==> src/rtl/ime_partition_cost_collector.sv <==
// ime_partition_cost_collector: running per-shape minimum cost/MV over one IME search pass.
// Optional feature macro: IME_COST_MV_TRACK_EN (MV tracking); cost width macro: IME_COST_WIDTH.
`ifndef IME_COST_WIDTH
`define IME_COST_WIDTH 16
`endif

module ime_partition_cost_collector #(
   parameter int unsigned SAD_WIDTH = 16,
   parameter int unsigned MVC_WIDTH = 12,
   parameter int unsigned MV_WIDTH  = 10
) (
   input  logic                        clk,
   input  logic                        rst,
   input  logic                        start_i,
   input  logic                        val_i,
   input  logic                        last_i,
   input  logic [SAD_WIDTH-1:0]        sad_q0_i,
   input  logic [SAD_WIDTH-1:0]        sad_q1_i,
   input  logic [SAD_WIDTH-1:0]        sad_q2_i,
   input  logic [SAD_WIDTH-1:0]        sad_q3_i,
   input  logic [MVC_WIDTH-1:0]        mvc_i,
   input  logic [MV_WIDTH-1:0]         mv_x_i,
   input  logic [MV_WIDTH-1:0]         mv_y_i,
   output logic                        busy_o,
   output logic                        done_o,
   output logic [`IME_COST_WIDTH-1:0]  dat_1nx1n_cst_0_o,
   output logic [`IME_COST_WIDTH-1:0]  dat_1nx1n_cst_1_o,
   output logic [`IME_COST_WIDTH-1:0]  dat_1nx1n_cst_2_o,
   output logic [`IME_COST_WIDTH-1:0]  dat_1nx1n_cst_3_o,
   output logic [`IME_COST_WIDTH-1:0]  dat_1nx2n_cst_0_o,
   output logic [`IME_COST_WIDTH-1:0]  dat_1nx2n_cst_1_o,
   output logic [`IME_COST_WIDTH-1:0]  dat_2nx1n_cst_0_o,
   output logic [`IME_COST_WIDTH-1:0]  dat_2nx1n_cst_1_o,
   output logic [`IME_COST_WIDTH-1:0]  dat_2nx2n_cst_o,
   output logic [MV_WIDTH-1:0]         mv_1nx1n_0_x_o,
   output logic [MV_WIDTH-1:0]         mv_1nx1n_0_y_o,
   output logic [MV_WIDTH-1:0]         mv_1nx1n_1_x_o,
   output logic [MV_WIDTH-1:0]         mv_1nx1n_1_y_o,
   output logic [MV_WIDTH-1:0]         mv_1nx1n_2_x_o,
   output logic [MV_WIDTH-1:0]         mv_1nx1n_2_y_o,
   output logic [MV_WIDTH-1:0]         mv_1nx1n_3_x_o,
   output logic [MV_WIDTH-1:0]         mv_1nx1n_3_y_o,
   output logic [MV_WIDTH-1:0]         mv_1nx2n_0_x_o,
   output logic [MV_WIDTH-1:0]         mv_1nx2n_0_y_o,
   output logic [MV_WIDTH-1:0]         mv_1nx2n_1_x_o,
   output logic [MV_WIDTH-1:0]         mv_1nx2n_1_y_o,
   output logic [MV_WIDTH-1:0]         mv_2nx1n_0_x_o,
   output logic [MV_WIDTH-1:0]         mv_2nx1n_0_y_o,
   output logic [MV_WIDTH-1:0]         mv_2nx1n_1_x_o,
   output logic [MV_WIDTH-1:0]         mv_2nx1n_1_y_o,
   output logic [MV_WIDTH-1:0]         mv_2nx2n_x_o,
   output logic [MV_WIDTH-1:0]         mv_2nx2n_y_o,
   output logic [15:0]                 cand_cnt_o
);

   localparam int unsigned COST_W  = `IME_COST_WIDTH;
   localparam int unsigned NUM_SHP = 9;
   localparam int unsigned CNT_W   = 16;
   localparam int unsigned SUM_W   = ((SAD_WIDTH + 2 > MVC_WIDTH) ? SAD_WIDTH + 2 : MVC_WIDTH) + 1;
   localparam int unsigned EXT_W   = (SUM_W > COST_W) ? SUM_W : COST_W;

   typedef enum logic [1:0] {ST_IDLE, ST_SEARCH, ST_FLUSH, ST_DONE} state_e;

   state_e             state_q, state_d;
   logic               busy_q, busy_d;
   logic               done_q, done_d;
   logic [CNT_W-1:0]   cnt_q, cnt_d;
   logic               s1_vld_q, s1_vld_d;
   logic               s1_last_q, s1_last_d;
   logic [COST_W-1:0]  s1_cost_q [NUM_SHP];
   logic [COST_W-1:0]  s1_cost_d [NUM_SHP];
   logic [COST_W-1:0]  min_q [NUM_SHP];
   logic [COST_W-1:0]  min_d [NUM_SHP];
   logic [SUM_W-1:0]   sum_c [NUM_SHP];
   logic [SUM_W-1:0]   q0_c, q1_c, q2_c, q3_c, mvc_c;
   logic [NUM_SHP-1:0] upd_c;
   logic               accept_c;
   logic [MV_WIDTH-1:0] mvx_out_c [NUM_SHP];
   logic [MV_WIDTH-1:0] mvy_out_c [NUM_SHP];

   // Clamp a wide sum to the cost width without wraparound
   function automatic logic [COST_W-1:0] sat_cost(input logic [SUM_W-1:0] s);
      logic [EXT_W-1:0] e;
      e = EXT_W'(s);
      if (e > EXT_W'({COST_W{1'b1}})) sat_cost = '1;
      else                            sat_cost = COST_W'(e);
   endfunction

   // Nine shape sums from the four quadrants plus MV cost
   always_comb begin
      q0_c     = SUM_W'(sad_q0_i);
      q1_c     = SUM_W'(sad_q1_i);
      q2_c     = SUM_W'(sad_q2_i);
      q3_c     = SUM_W'(sad_q3_i);
      mvc_c    = SUM_W'(mvc_i);
      sum_c[0] = q0_c + mvc_c;
      sum_c[1] = q1_c + mvc_c;
      sum_c[2] = q2_c + mvc_c;
      sum_c[3] = q3_c + mvc_c;
      sum_c[4] = q0_c + q2_c + mvc_c;
      sum_c[5] = q1_c + q3_c + mvc_c;
      sum_c[6] = q0_c + q1_c + mvc_c;
      sum_c[7] = q2_c + q3_c + mvc_c;
      sum_c[8] = q0_c + q1_c + q2_c + q3_c + mvc_c;
   end

   // Pass control, stage-1 capture and stage-2 minimum tracking
   always_comb begin
      state_d   = state_q;
      busy_d    = busy_q;
      done_d    = 1'b0;
      cnt_d     = cnt_q;
      accept_c  = val_i & (start_i | (state_q == ST_SEARCH));
      s1_vld_d  = accept_c;
      s1_last_d = accept_c & last_i;
      for (int k = 0; k < NUM_SHP; k++) begin
         s1_cost_d[k] = sat_cost(sum_c[k]);
         // a start discards whatever is still in stage 1
         upd_c[k]     = s1_vld_q & ~start_i & (s1_cost_q[k] < min_q[k]);
         min_d[k]     = start_i ? '1 : (upd_c[k] ? s1_cost_q[k] : min_q[k]);
      end
      if (accept_c && cnt_q != '1) cnt_d = cnt_q + CNT_W'(1);
      case (state_q)
         ST_IDLE:   state_d = ST_IDLE;
         ST_SEARCH: if (accept_c && last_i) state_d = ST_FLUSH;
         ST_FLUSH: begin
            if (s1_vld_q && s1_last_q) begin
               state_d = ST_DONE;
               done_d  = 1'b1;
               busy_d  = 1'b0;
            end
         end
         ST_DONE:   state_d = ST_IDLE;
         default:   state_d = ST_IDLE;
      endcase
      if (start_i) begin
         state_d = (val_i && last_i) ? ST_FLUSH : ST_SEARCH;
         busy_d  = 1'b1;
         done_d  = 1'b0;
         cnt_d   = CNT_W'(val_i);
      end
   end

   // State, pipeline and result registers
   always_ff @(posedge clk) begin
      if (rst) begin
         state_q   <= ST_IDLE;
         busy_q    <= 1'b0;
         done_q    <= 1'b0;
         cnt_q     <= '0;
         s1_vld_q  <= 1'b0;
         s1_last_q <= 1'b0;
         for (int k = 0; k < NUM_SHP; k++) begin
            s1_cost_q[k] <= '0;
            min_q[k]     <= '1;
         end
      end else begin
         state_q   <= state_d;
         busy_q    <= busy_d;
         done_q    <= done_d;
         cnt_q     <= cnt_d;
         s1_vld_q  <= s1_vld_d;
         s1_last_q <= s1_last_d;
         for (int k = 0; k < NUM_SHP; k++) begin
            s1_cost_q[k] <= s1_cost_d[k];
            min_q[k]     <= min_d[k];
         end
      end
   end

`ifdef IME_COST_MV_TRACK_EN
   logic [MV_WIDTH-1:0] s1_mvx_q, s1_mvx_d, s1_mvy_q, s1_mvy_d;
   logic [MV_WIDTH-1:0] mvx_q [NUM_SHP];
   logic [MV_WIDTH-1:0] mvx_d [NUM_SHP];
   logic [MV_WIDTH-1:0] mvy_q [NUM_SHP];
   logic [MV_WIDTH-1:0] mvy_d [NUM_SHP];

   // MV follows the cost update of its shape
   always_comb begin
      s1_mvx_d = mv_x_i;
      s1_mvy_d = mv_y_i;
      for (int k = 0; k < NUM_SHP; k++) begin
         mvx_d[k]     = start_i ? '0 : (upd_c[k] ? s1_mvx_q : mvx_q[k]);
         mvy_d[k]     = start_i ? '0 : (upd_c[k] ? s1_mvy_q : mvy_q[k]);
         mvx_out_c[k] = mvx_q[k];
         mvy_out_c[k] = mvy_q[k];
      end
   end

   // MV pipeline and best-MV registers
   always_ff @(posedge clk) begin
      if (rst) begin
         s1_mvx_q <= '0;
         s1_mvy_q <= '0;
         for (int k = 0; k < NUM_SHP; k++) begin
            mvx_q[k] <= '0;
            mvy_q[k] <= '0;
         end
      end else begin
         s1_mvx_q <= s1_mvx_d;
         s1_mvy_q <= s1_mvy_d;
         for (int k = 0; k < NUM_SHP; k++) begin
            mvx_q[k] <= mvx_d[k];
            mvy_q[k] <= mvy_d[k];
         end
      end
   end
`else
   logic unused_mv;
   assign unused_mv = ^{mv_x_i, mv_y_i};

   // MV tracking removed: MV outputs are constant zero
   always_comb begin
      for (int k = 0; k < NUM_SHP; k++) begin
         mvx_out_c[k] = '0;
         mvy_out_c[k] = '0;
      end
   end
`endif

   assign busy_o            = busy_q;
   assign done_o            = done_q;
   assign cand_cnt_o        = cnt_q;
   assign dat_1nx1n_cst_0_o = min_q[0];
   assign dat_1nx1n_cst_1_o = min_q[1];
   assign dat_1nx1n_cst_2_o = min_q[2];
   assign dat_1nx1n_cst_3_o = min_q[3];
   assign dat_1nx2n_cst_0_o = min_q[4];
   assign dat_1nx2n_cst_1_o = min_q[5];
   assign dat_2nx1n_cst_0_o = min_q[6];
   assign dat_2nx1n_cst_1_o = min_q[7];
   assign dat_2nx2n_cst_o   = min_q[8];
   assign mv_1nx1n_0_x_o    = mvx_out_c[0];
   assign mv_1nx1n_0_y_o    = mvy_out_c[0];
   assign mv_1nx1n_1_x_o    = mvx_out_c[1];
   assign mv_1nx1n_1_y_o    = mvy_out_c[1];
   assign mv_1nx1n_2_x_o    = mvx_out_c[2];
   assign mv_1nx1n_2_y_o    = mvy_out_c[2];
   assign mv_1nx1n_3_x_o    = mvx_out_c[3];
   assign mv_1nx1n_3_y_o    = mvy_out_c[3];
   assign mv_1nx2n_0_x_o    = mvx_out_c[4];
   assign mv_1nx2n_0_y_o    = mvy_out_c[4];
   assign mv_1nx2n_1_x_o    = mvx_out_c[5];
   assign mv_1nx2n_1_y_o    = mvy_out_c[5];
   assign mv_2nx1n_0_x_o    = mvx_out_c[6];
   assign mv_2nx1n_0_y_o    = mvy_out_c[6];
   assign mv_2nx1n_1_x_o    = mvx_out_c[7];
   assign mv_2nx1n_1_y_o    = mvy_out_c[7];
   assign mv_2nx2n_x_o      = mvx_out_c[8];
   assign mv_2nx2n_y_o      = mvy_out_c[8];

endmodule
==> config.mk <==
export PLATFORM = sky130hd
export DESIGN_NAME = ime_partition_cost_collector
export DESIGN_NICKNAME = d
export VERILOG_FILES = /design/src/rtl/ime_partition_cost_collector.sv
export SDC_FILE = /design/constraint.sdc
export NUM_CORES = 1
export LEC_CHECK = 0
export ABC_CLOCK_PERIOD_IN_PS = 5600
export BUFFER_PORTS_ARGS = -buffer_cell sky130_fd_sc_hd__buf_2
export CORE_MARGIN = 1.5
export CORE_UTILIZATION = 50
export DETAILED_ROUTE_END_ITERATION = 8
export GPL_ROUTABILITY_DRIVEN = 0
export GPL_TIMING_DRIVEN = 0
export PLACE_DENSITY = 0.7
export SLEW_MARGIN = 40
export SYNTH_ARGS = -nofsm -noshare
export SYNTH_HDL_FRONTEND = slang
export SYNTH_SLANG_ARGS = --single-unit
==> constraint.sdc <==
create_clock -name clk -period 5.6 [get_ports clk]
set_input_delay 0.84 -clock clk [delete_from_list [all_inputs] [get_ports clk]]
set_output_delay 0.84 -clock clk [all_outputs]
set_load 0.01 [all_outputs]
==> metrics.yaml <==
finish:
  stdcell_count: 3501
  fillers: 3695
  final_layout_size_suffix_gt1_frac: 0.183
  area_delta_synth_final_pct: 17.4
  layout.nets: 3352
drt:
  drt-total-wl_um: 62100
  drtIter0Drc: 1086
  wl_per_cell_um: 17.7
  drc: 0
  ant_nets: 0
  drtPass1Iterations: 5
  vias: 18500
  vias_per_cell: 5.28
synthesis:
  synth_cells: 2440
  ys_async_sr_fraction: 0
  ys_warn_count: 0
  ys_seq_area_frac: 0.287
  synth_edf_count: 0
  synth.distinct_cells: 78
  syn_area_per_cell_um2: 8.86
  ys_seq_elements: 310
  syn_area_mm2: 0.0216
  ys.flop_type: "dfxtp_1"
floorplan:
  die_x_um: 211
  io_pins: 443
  die_height_um: 211
  core_mm2: 0.0423
  core.rowCount: 75
  dieArea_mm2: 0.0445
  initial_core_util: 0.511
critical_path:
  reg2reg_from: "min_q[0][1]$_SDFFE_PP1P_"
  reg2reg_slack_ns: 2.83
  end_kind: "register"
  r2r-end: "min_q[0][15]$_SDFFE_PP1P_"
  reg2regPathDepth: 11
  worstSetupStartpoint: "sad_q1_i[0]"
  arrival_ns: 5.69
  required_ns: 5.99
  start_kind: "primary input"
  path_class: "primary input to register"
  critPathMaxFanout: 10
global_routing:
  grt_max_degree: 15
  globalRouteTotalUtil: 0.274
  gr-total-overflow: 0
  antenna_found_initial: 4
  grt_pass1_wl_um: 94900
  grtUsageMet2: 0.437
  grt_pass1_vias: 17500
  grt_use_met1: 0.345
  grt.busiest_layer: "met2"
  grtUsageMet3: 0.0501
clocking:
  cts_hold_buf: 0
  clock_latency_ns: 0.54
  cts_buffers: 34
  cts_sinks: 310
  root_buffer: "clkbuf_16"
  clk_pin_slew_worst_paths_ns: 0.06
  tritoncts: "built"
  cts_resized: 0
  clock_tree.buffer_depth: 3
  cts_setup_buffers: 0
  htreeDepth: 2
power:
  p_clk_frac: 0.303
  ir_drop_mv: 0.185
  swShare: 0.347
  p_comb_frac: 0.345
  powerDensity_mw_per_mm2: 294
  internal_power_w: 0.00487
  leakagePower_nw: 13.3
  power.switching_w: 0.00259
  pwr-share-seq: 0.352
outcome:
  outcome: "finished clean"
timing:
  setup_violations: 0
  finalCritPeriodShare: 0.947
  hold_viol_final: 0
  worstMarginPinSlew_ns: 0.937
  relSlewSlack: 0.375
  final.min_clock_period_ns: 5.30
  drv_slew: 0
  setup_tns_ns: 0
  fmax_ghz: 0.189
  skew_ns: 0.0207
  rsz0062_at_grt: "no"
placement:
  port_buffers: 242
  dpl.cell_count: 3438
  place_hpwl_um: 50200
run:
  cap_violations: 0
worst_hold_path:
  worstHoldStart: "s1_cost_q[0][112]$_SDFF_PP0_"
  whs_path_depth: 2
  hold_end: "min_q[0][112]$_SDFFE_PP1P_"
  hold_path_class: "register to register"
-- layout make-up --
cell class / count / area [um^2] / area share
clock buffer: 46 / 997 / 0.0393
buffer: 247 / 1650 / 0.0649
antenna: 2 / 5.00 / 0.000197
timing repair buffer: 242 / 1210 / 0.0477
multi-input combinational: 1837 / 13600 / 0.536
inverter: 225 / 845 / 0.0333
clock inverter: 15 / 145 / 0.00572
tap: 577 / 722 / 0.0285
sequential: 310 / 6210 / 0.245
-- routing by layer --
metal  vias to the layer above  share of wire  wire (um)
met5                         -        0.00021         13
met2                       696           0.45      27700
met1                      8511           0.42      26400
li1                       9089              -          -
met3                       176          0.066       4080
met4                         2          0.064       3960
-- kinds of logic after synthesis --
family | Yosys count | synth area share
other | 1 | 0.000173
buffers and inverters | 472 | 0.115
DFF | 310 | 0.287
AOI/OAI and AO/OA | 640 | 0.192
adders and majority gates | 354 | 0.226
xor gates and xnor gates | 124 | 0.0502
muxes | 44 | 0.0205
and+or+nand+nor | 495 | 0.109
-- worst max-delay path, stage by stage --
cell and delay (ns):
buf_2 0.21, ha_1 0.24, inv_1 0.07, fa_1 0.40, nand2b_1 0.18, a21oi_1 0.20, nor2b_1 0.09, xnor2_1 0.34
inv_1 0.12, fa_1 0.56, inv_1 0.05, ha_1 0.33, o21ai_0 0.17, nand2b_1 0.16, a32o_1 0.29, a311o_1 0.32
o311ai_1 0.14, o21a_1 0.26, o311ai_1 0.13, a21oi_2 0.30, buf_4 0.23, a21oi_1 0.08
-- power by group through the flow --
stage	sequential (W)	clock [W]	combinational, W
after floorplan	0.00261	0	0.00187
after global placement	0.00266	0	0.00243
after detailed placement	0.00266	0	0.00249
after CTS	0.00262	0.00231	0.00253
after global routing	0.00264	0.00239	0.00286
final	0.00263	0.00226	0.00258
-- cell usage after synthesis (22+ instances only) --
cell type	count	area, um^2
inv_1	225	845
nand3_1	28	140
xor2_1	62	543
a21o_1	70	526
mux2i_1	43	430
o211ai_1	115	863
nand2_1	202	758
nor2b_1	26	163
clkbuf_1	55	206
buf_4	183	1370
nor3_1	45	225
o21ai_0	96	480
fa_1	61	1220
ha_1	293	3670
dfxtp_1	310	6210
nand2b_1	37	231
a21oi_1	202	1010
xnor2_1	62	543
o21bai_1	22	165
nor2_1	84	315
-- stage by stage --
stage / hold slack (ns) / util / setup slack (ns) / area (um^2) / power, W
2_1_floorplan: 0.432 / - / 0.756 / 22300 / 0.00447
3_3_place_gp: 0.448 / 0.572 / -0.0718 / 24200 / 0.00509
3_5_place_dp: 0.453 / 0.572 / -0.148 / 24200 / 0.00516
4_1_cts: 0.468 / 0.599 / 0.370 / 25400 / 0.00746
5_1_grt: 0.484 / 0.600 / 0.0875 / 25400 / 0.00789
6_report: 0.470 / 0.600 / 0.297 / 25400 / 0.00747
-- worst max path at each step --
stage	to	slack (ns)	cells past startpoint
detailed placement	s1_cost_q[0][142]$_SDFF_PP0_	-0.15	22
global placement	s1_cost_q[0][139]$_SDFF_PP0_	-0.07	21
global route	s1_cost_q[0][139]$_SDFF_PP0_	0.09	21
floorplan	s1_cost_q[0][138]$_SDFF_PP0_	0.76	20
CTS	s1_cost_q[0][142]$_SDFF_PP0_	0.37	22
finish	s1_cost_q[0][139]$_SDFF_PP0_	0.30	22
-- cells in the final DEF, fill, tap and decap left out, types with 26 or more instances in the layout --
cell type / count
nor2b_1: 26
clkbuf_16: 35
ha_1: 293
buf_4: 183
inv_1: 225
clkbuf_1: 55
a21o_1: 70
xor2_1: 62
a21oi_1: 202
nand3_1: 28
mux2i_1: 43
nor3_1: 45
nor2_1: 83
o211ai_1: 115
fa_1: 61
dfxtp_1: 310
nand2b_1: 37
o21ai_0: 96
conb_1: 180
buf_2: 247
nand2_1: 202
xnor2_1: 62
-- registers in the layout, indices dropped and copies added, names as in the netlist --
| register | flops |
|---|---|
| busy_o | 1 |
| s1_cost_q | 144 |
| state_q | 2 |
| cand_cnt_o | 16 |
| s1_vld_q | 1 |
| s1_last_q | 1 |
| min_q | 144 |
| done_o | 1 |
Power figures use the tool's default switching activity.
